<file path="src/rtl/inst_encode.sv">
// inst_encode: packs decoded RV32I fields into instruction words
// two-stage valid/ready pipeline, word address stamping, error count
module inst_encode #(
   parameter logic [31:0] BASE_ADDR = 32'h0000_0000
) (
   input  logic        clk,
   input  logic        resetn,
   input  logic        clear,
   input  logic        in_valid,
   output logic        in_ready,
   input  logic [6:0]  opcode,
   input  logic [4:0]  rd,
   input  logic [4:0]  rs1,
   input  logic [4:0]  rs2,
   input  logic [2:0]  funct3,
   input  logic [6:0]  funct7,
   input  logic [31:0] imm,
   output logic        out_valid,
   input  logic        out_ready,
   output logic [31:0] out_inst,
   output logic [31:0] out_addr,
   output logic        out_err,
   output logic [15:0] err_count
);

   localparam logic [6:0] OP_R     = 7'b0110011;
   localparam logic [6:0] OP_S     = 7'b0100011;
   localparam logic [6:0] OP_B     = 7'b1100011;
   localparam logic [6:0] OP_LUI   = 7'b0110111;
   localparam logic [6:0] OP_AUIPC = 7'b0010111;
   localparam logic [6:0] OP_JAL   = 7'b1101111;
   localparam logic [6:0] OP_IMM   = 7'b0010011;

   logic        s1_valid_q, s1_valid_d;
   logic [6:0]  op_q;
   logic [4:0]  rd_q;
   logic [4:0]  rs1_q;
   logic [4:0]  rs2_q;
   logic [2:0]  f3_q;
   logic [6:0]  f7_q;
   logic [31:0] imm_q;

   logic        s2_valid_q, s2_valid_d;
   logic [31:0] inst_q, inst_d;
   logic        err_q, err_d;
   logic [31:0] addr_q, addr_d;
   logic [15:0] cnt_q, cnt_d;

   logic        in_xfer;
   logic        out_xfer;
   logic        s1_adv;
   logic        fits12;
   logic        fits13;
   logic        fits21;
   logic [31:0] enc_inst;
   logic        enc_err;

   assign out_valid = s2_valid_q & ~clear;
   assign out_xfer  = out_valid & out_ready;
   assign s1_adv    = ~s2_valid_q | out_xfer;
   assign in_ready  = ~clear & (~s1_valid_q | s1_adv);
   assign in_xfer   = in_valid & in_ready;

   assign out_inst  = inst_q;
   assign out_err   = err_q;
   assign out_addr  = addr_q;
   assign err_count = cnt_q;

   // an immediate fits N bits when all bits above N-1 copy the sign
   assign fits12 = (&imm_q[31:11]) | ~(|imm_q[31:11]);
   assign fits13 = (&imm_q[31:12]) | ~(|imm_q[31:12]);
   assign fits21 = (&imm_q[31:20]) | ~(|imm_q[31:20]);

   // pick the format from the opcode and pack the word in S1
   always_comb begin
      enc_inst = {imm_q[11:0], rs1_q, f3_q, rd_q, op_q};
      enc_err  = ~fits12;
      unique case (op_q)
         OP_R: begin
            enc_inst = {f7_q, rs2_q, rs1_q, f3_q, rd_q, op_q};
            enc_err  = 1'b0;
         end
         OP_S: begin
            enc_inst = {imm_q[11:5], rs2_q, rs1_q, f3_q,
                        imm_q[4:0], op_q};
            enc_err  = ~fits12;
         end
         OP_B: begin
            enc_inst = {imm_q[12], imm_q[10:5], rs2_q, rs1_q,
                        f3_q, imm_q[4:1], imm_q[11], op_q};
            enc_err  = imm_q[0] | ~fits13;
         end
         OP_LUI, OP_AUIPC: begin
            enc_inst = {imm_q[31:12], rd_q, op_q};
            enc_err  = |imm_q[11:0];
         end
         OP_JAL: begin
            enc_inst = {imm_q[20], imm_q[10:1], imm_q[11],
                        imm_q[19:12], rd_q, op_q};
            enc_err  = imm_q[0] | ~fits21;
         end
         OP_IMM: begin
            if (f3_q == 3'b001 || f3_q == 3'b101) begin
               enc_inst = {f7_q, imm_q[4:0], rs1_q, f3_q, rd_q, op_q};
               enc_err  = |imm_q[31:5];
            end
         end
         default: ;
      endcase
      // non-32-bit opcodes keep the I-format word but are flagged
      if (op_q[1:0] != 2'b11)
         enc_err = 1'b1;
   end

   // next state for both stages, the address and the error count
   always_comb begin
      s1_valid_d = s1_valid_q;
      s2_valid_d = s2_valid_q;
      inst_d     = inst_q;
      err_d      = err_q;
      addr_d     = addr_q;
      cnt_d      = cnt_q;
      if (s1_adv)
         s1_valid_d = 1'b0;
      if (in_xfer)
         s1_valid_d = 1'b1;
      if (s1_adv) begin
         s2_valid_d = s1_valid_q;
         if (s1_valid_q) begin
            inst_d = enc_inst;
            err_d  = enc_err;
         end
      end
      if (out_xfer) begin
         addr_d = addr_q + 32'd4;
         if (err_q && cnt_q != 16'hFFFF)
            cnt_d = cnt_q + 16'd1;
      end
      if (clear) begin
         s1_valid_d = 1'b0;
         s2_valid_d = 1'b0;
         inst_d     = 32'd0;
         err_d      = 1'b0;
         addr_d     = BASE_ADDR;
         cnt_d      = 16'd0;
      end
   end

   // S1 field capture on every accepted input
   always_ff @(posedge clk or negedge resetn) begin
      if (!resetn) begin
         op_q  <= 7'd0;
         rd_q  <= 5'd0;
         rs1_q <= 5'd0;
         rs2_q <= 5'd0;
         f3_q  <= 3'd0;
         f7_q  <= 7'd0;
         imm_q <= 32'd0;
      end else if (in_xfer) begin
         op_q  <= opcode;
         rd_q  <= rd;
         rs1_q <= rs1;
         rs2_q <= rs2;
         f3_q  <= funct3;
         f7_q  <= funct7;
         imm_q <= imm;
      end
   end

   // pipeline valids, output word, address and error counter
   always_ff @(posedge clk or negedge resetn) begin
      if (!resetn) begin
         s1_valid_q <= 1'b0;
         s2_valid_q <= 1'b0;
         inst_q     <= 32'd0;
         err_q      <= 1'b0;
         addr_q     <= BASE_ADDR;
         cnt_q      <= 16'd0;
      end else begin
         s1_valid_q <= s1_valid_d;
         s2_valid_q <= s2_valid_d;
         inst_q     <= inst_d;
         err_q      <= err_d;
         addr_q     <= addr_d;
         cnt_q      <= cnt_d;
      end
   end

endmodule
</file>
<file path="config.mk">
export PLATFORM = sky130hd
export DESIGN_NAME = inst_encode
export DESIGN_NICKNAME = d
export VERILOG_FILES = /design/src/rtl/inst_encode.sv
export SDC_FILE = /design/constraint.sdc
export NUM_CORES = 1
export LEC_CHECK = 0
export ABC_AREA = 1
export CORE_MARGIN = 4
export CORE_UTILIZATION = 56
export DETAILED_ROUTE_END_ITERATION = 10
export PLACE_DENSITY = 0.86
export SETUP_SLACK_MARGIN = 0.3
export SLEW_MARGIN = 20
export SYNTH_ARGS = -nofsm -noshare
export SYNTH_HDL_FRONTEND = slang
export SYNTH_SLANG_ARGS = --single-unit
export TNS_END_PERCENT = 100
</file>
<file path="constraint.sdc">
create_clock -name clk -period 4.1 [get_ports clk]
set_clock_uncertainty 0.05 [all_clocks]
set_input_delay 0.615 -clock clk [delete_from_list [all_inputs] [get_ports clk]]
set_output_delay 0.615 -clock clk [all_outputs]
set_load 0.1 [all_outputs]
</file>
-- Word level (Yosys, flattened, before mapping)
Index checks and enable logic that the tools add are counted.
- flip-flop bits (word level): 147
- word-level logic and storage cells: 85
- add/sub/neg operators: 2
- equality and inequality tests: 11
- mux-type cells: 21
- bitwise logic cells: 20
- reductions and logical operators: 18
- operators with widths (cell ; count):
    two-way mux 32 bit ; 6
    case mux 32 bit (6 select lines) ; 1
    two-way mux 16 bit ; 3
    adder 32 x 3 -> 32 bit (second input constant) ; 1
    OR reduction 27 bit ; 1
    OR reduction 12 bit ; 2
    == test 7 x 6 -> 1 bit (second input constant) ; 3
    AND reduction 21 bit ; 1
    OR reduction 21 bit ; 1
    AND reduction 20 bit ; 1
    OR reduction 20 bit ; 1
    adder 16 x 1 -> 16 bit (second input constant) ; 1
    inequality test 16 bit (second input constant) ; 1
    == test 7 x 5 -> 1 bit (second input constant) ; 2
    == test 7 bit (second input constant) ; 2
    AND reduction 12 bit ; 1
    two-way mux 1 bit ; 10
    inverter 1 bit ; 9
    nonzero test 2 bit ; 4
    bitwise OR 1 bit ; 7
    case mux 1 bit (5 select lines) ; 1
    bitwise AND 1 bit ; 4
    AND reduction 2 bit ; 2
    == test 3 x 1 -> 1 bit (second input constant) ; 1
    6 further kinds ; 6

-- Depth between registers and ports, before layout
- word-level depth: 10
- depth in mapped cells: 13
- depth with buffers taken out: 12

-- Worst setup path before layout
No wires, ideal clock.
- path kind: register to register
- from: reg cnt_q[0] (netlist: err_count[0])
- to: reg cnt_q[8] (netlist: err_count[8])
- library setup time: 0.124 ns
- arrival time: 2.396 ns
- required time: 3.926 ns
- slack: 1.530 ns
- stages on the path, launching flop included: 11
- path through: dfrtp_1 -> ha_1 -> buf_2 -> nand3_2 -> nor3_4 -> nand4_2 -> nand2_4 -> nand2_4 -> buf_6 -> a21oi_1 -> nor2_1
- word-level cells in the longest chain between the ends: 4
- elaborated cells between the ends (all ways): 8
- classes of those cells: add/sub (1); eq/ne (1); mux (3); reduce/logical (3)
- ends and longest elaborated chain (item ; line ; text):
    from (decl) ; 47 ; logic [15:0] cnt_q, cnt_d;
    from (signal assigned) ; 185 ; cnt_q <= cnt_d;
    adder 16 x 1 -> 16 bit / inequality test 16 bit (equally long branches) ; 137, 136 ;
    two-way mux 16 bit / logical AND 1 bit (equally long branches) ; 136 ; if (err_q && cnt_q != 16'hFFFF)
    two-way mux 16 bit / nonzero test 2 bit (equally long branches) ; n/a ;
    two-way mux 16 bit / AND reduction 2 bit (equally long branches) ; n/a ;
Parallel ways exist; a longest one is shown, timed or not. The select of a mux whose other input is x is not followed.
A chain may end at the register's enable or synchronous reset.

-- Worst setup path after layout
- from: reg cnt_q[9] (netlist: err_count[9])
- to: out err_count[9]
- RTL lines (item ; line ; text):
    to (decl) ; 23 ; output logic [15:0] err_count
No word-level cell between the ends.

==> results.md <==
* Status: complete, no violations
* R2r startpoint: op_q[0]
* Critical path's slowest cell: clkdlybuf4s50_1
* Hold_buf cts at 0
* Detail Placement HPWL at 14,300 um
* Chip height at 123.6 um
* Fraction of registers with async set/reset at 100.0%
* Sequential Power Share at between 30% and 40%
* Nets@finish at 1,118
* Clock-pin slew on the worst setup and hold paths at 0.06 ns
* Crit path from: err_count[9]
* Register Area at 3628 um2
* Pint at 2944 uW
* Final Hold Fails at 0
* Max-slew violation count at 0
* IO buf count at 149
* Initial drt markers at slightly below 800
* Drt first pass iters at 8
* Final WL at 20,410 um
* LEAKAGE at about 0.0043 uW
* First-pass GRT wire length at 32,410 um
* Clock Root Buffer: clkbuf_16
* Final setup violation count at 0
* DRC Markers at 0
* Period utilization at 68.13%
* Routed WL per cell at 16.56 um
* Clock Power Share at 43.2%
* Via density per instance at approximately 5.7
* Slew margin rel. at between 30% and 40%
* Number of enable flip-flop cells after synthesis at 0
* Ant. Diodes at 0
* Post-synthesis sequential area ratio at 48.45%
* Synth Cell Area at around 7500 um2
* Worst-path cell chain: clkdlybuf4s50_1
* CP Class: reg -> out
* Resized Gates After CTS at 0
* FF-to-FF path depth at 8
* Slew @ Worst Pin at 1.041 ns
* GRT Total Usage at 27.12%
* Post-synth cell types at 49
* Final Critical Period at 2.793 ns
* Vias in the first global route at 6,606
* Sw frac at 28.68%
* P per Cell Area at approximately 420 nW/um2
* Syn Area/Cell at 8.267 um2
* Syn Inst Count at 906
* Multi-input gate area at 3281 um2
* Core box area at ~13,000 um2
* I/O pin cnt at about 150
* Vias at 6,986
* Post-CTS Setup Inserts at 0
* Worst IR Drop VDD at 0.2885 mV
* Crit path launch type: flop
* Main synth FF type: dfrtp_1
* H-tree level count at 4
* Placer Congestion at 0.9498
* Site Rows at 41
* Clk sink count at 145
* Antenna violations before repair at 0
* Initial Util at about three fifths
* Area growth syn-to-layout at 30.19%
* R2R Setup Slk at 1.89 ns
* Crit. End Element: output port
* Yosys reg bits at approximately 150
* Filler cells at 894
* Antenna Violating Nets Remaining at 0
* Die X-Extent at 123.6 um
* Share of layout cells above drive strength 1 at 9.434%
* Worst Hold Class: in -> async
* CP required at roughly 3.4 ns
* Slowest Stage Delay on Critical Path at ~1.2 ns
* Worst path arrival time at between 2 and 2.5 ns
* Largest net degree at the start of global routing at 110
* Total CTS buffers at 17
* Ys Warns at 0
* WP buf/inv at 1
* Max FO, Critical Path at 7
* Setup crit end: err_count[9]
* Hold_ws at between 0.2 and 0.3 ns
* P_sw at 1184 uW
* F_max at approximately 360 MHz
* Pwr Total at 4128 uW
* Later-pin clock latency in the skew report at 0.43 ns
* Grt ovf at 0
* Setup tns final at 0 ns
* CTS tree: done
* Max cap viols at 0
* Max Buffers Root-to-Sink at 2
* Crit path depth at 1
* Critical path's top delay family: buffers and inverters
* Combinational Power Share at ~17%
* Worst R2R End: out_inst[21]
* Total die area at 15,290 um2
* Unrepaired setup endpoints after global routing: no
[area by class of cell]
type,instances,area share (%)
timing repair buffer,156,15.92
clock buffer,19,4.645
tap,172,2.207
clock inverter,13,2.348
sequential,145,37.21
inverter,103,4.016
multi-input combinational,624,33.65
[through the flow]
stage,cells,setup slack [ns],util (%),cell area (um2)
after detailed placement,1200,1.302,70.43,9069
after floorplan,907,1.530,-,7493
after CTS,1232,1.316,75.73,9751
final,1232,1.307,75.73,9751
after global routing,1232,1.265,75.73,9751
after global placement,1200,1.386,70.43,9069
[state kept, by name (all words and copies together), names as in the netlist]
name	flops
err_count	16
f3_q	3
f7_q	7
imm_q	32
op_q	7
out_addr	30
out_err	1
out_inst	32
rd_q	5
rs1_q	5
rs2_q	5
s1_valid_q	1
s2_valid_q	1
[layout by cell type (no fill, tap or decap), types with 8 or more instances in the layout]
| cell type | n |
|---|---|
| inv_1 | 100 |
| dfrtp_1 | 145 |
| buf_4 | 8 |
| nor3_1 | 20 |
| nand2_1 | 171 |
| a22o_1 | 16 |
| nand4_1 | 22 |
| clkbuf_16 | 17 |
| o21ai_0 | 43 |
| nor2_1 | 115 |
| clkdlybuf4s50_1 | 146 |
| mux2_2 | 19 |
| xor2_1 | 8 |
| o22ai_1 | 16 |
| nand3_1 | 47 |
| a21oi_1 | 73 |
[worst min path at each step]
stage	startpoint	to	slack, ns	cells past startpoint
after floorplan	resetn	err_count[0]	0.27	0
after detailed placement	out_inst[20]	out_inst[20]	0.42	2
after CTS	resetn	out_addr[23]	0.33	1
after global routing	resetn	out_addr[23]	0.38	1
final	resetn	err_count[10]	0.29	1
after global placement	out_inst[20]	out_inst[20]	0.41	2
[synth_stat cells (3+ instances only)]
cell	instances	share of area [%]
clkbuf_1	8	0.40
nor3_1	20	1.3
nand2_1	172	8.6
o22ai_1	16	1.3
nor2_1	115	5.8
nand2_2	6	0.50
o21ai_1	8	0.53
inv_1	100	5.0
xor2_1	8	0.94
o31ai_1	7	0.70
o21ai_0	43	2.9
nand3_1	47	3.1
nor3_2	3	0.40
buf_4	7	0.70
nand3_2	4	0.53
nand3b_1	7	0.70
buf_2	17	1.1
nand4_1	22	1.8
mux2_2	19	2.9
nor2_4	4	0.60
a21oi_1	73	4.9
a31oi_1	3	0.25
dfrtp_1	145	48
a22o_1	16	1.9
nor2_2	4	0.33
[power groups by stage]
stage                     sequential, uW  clock, uW  combinational (uW)
after floorplan                     1840          0                 272
after global placement              1650          0                 689
after detailed placement            1650          0                 702
after CTS                           1630       1790                 709
after global routing                1650       1860                 757
final                               1640       1780                 709
[cell families (layout without fill, tap and decap cells)]
family	count (synthesis)	in the layout	share of synthesized area (%)
simple gates	416	416	25.61
buf+inv	138	291	7.952
fa+ha+maj	2	2	0.3341
mux	19	19	2.857
other cells	1	2	0.05007
flops	145	145	48.45
xor+xnor	8	8	0.9356
compound gates	177	177	13.82
[routing by layer]
| layer | GRT usage, % | up-vias | share of wire [%] |
|---|---|---|---|
| met5 | 0 | - | 0 |
| met4 | 11.35 | 0 | 2.7 |
| met3 | 4.541 | 57 | 7.4 |
| met2 | 45.72 | 332 | 50 |
| met1 | 34.72 | 3310 | 40 |
| li1 | - | 3287 | - |
Power figures use the tool's default switching activity.
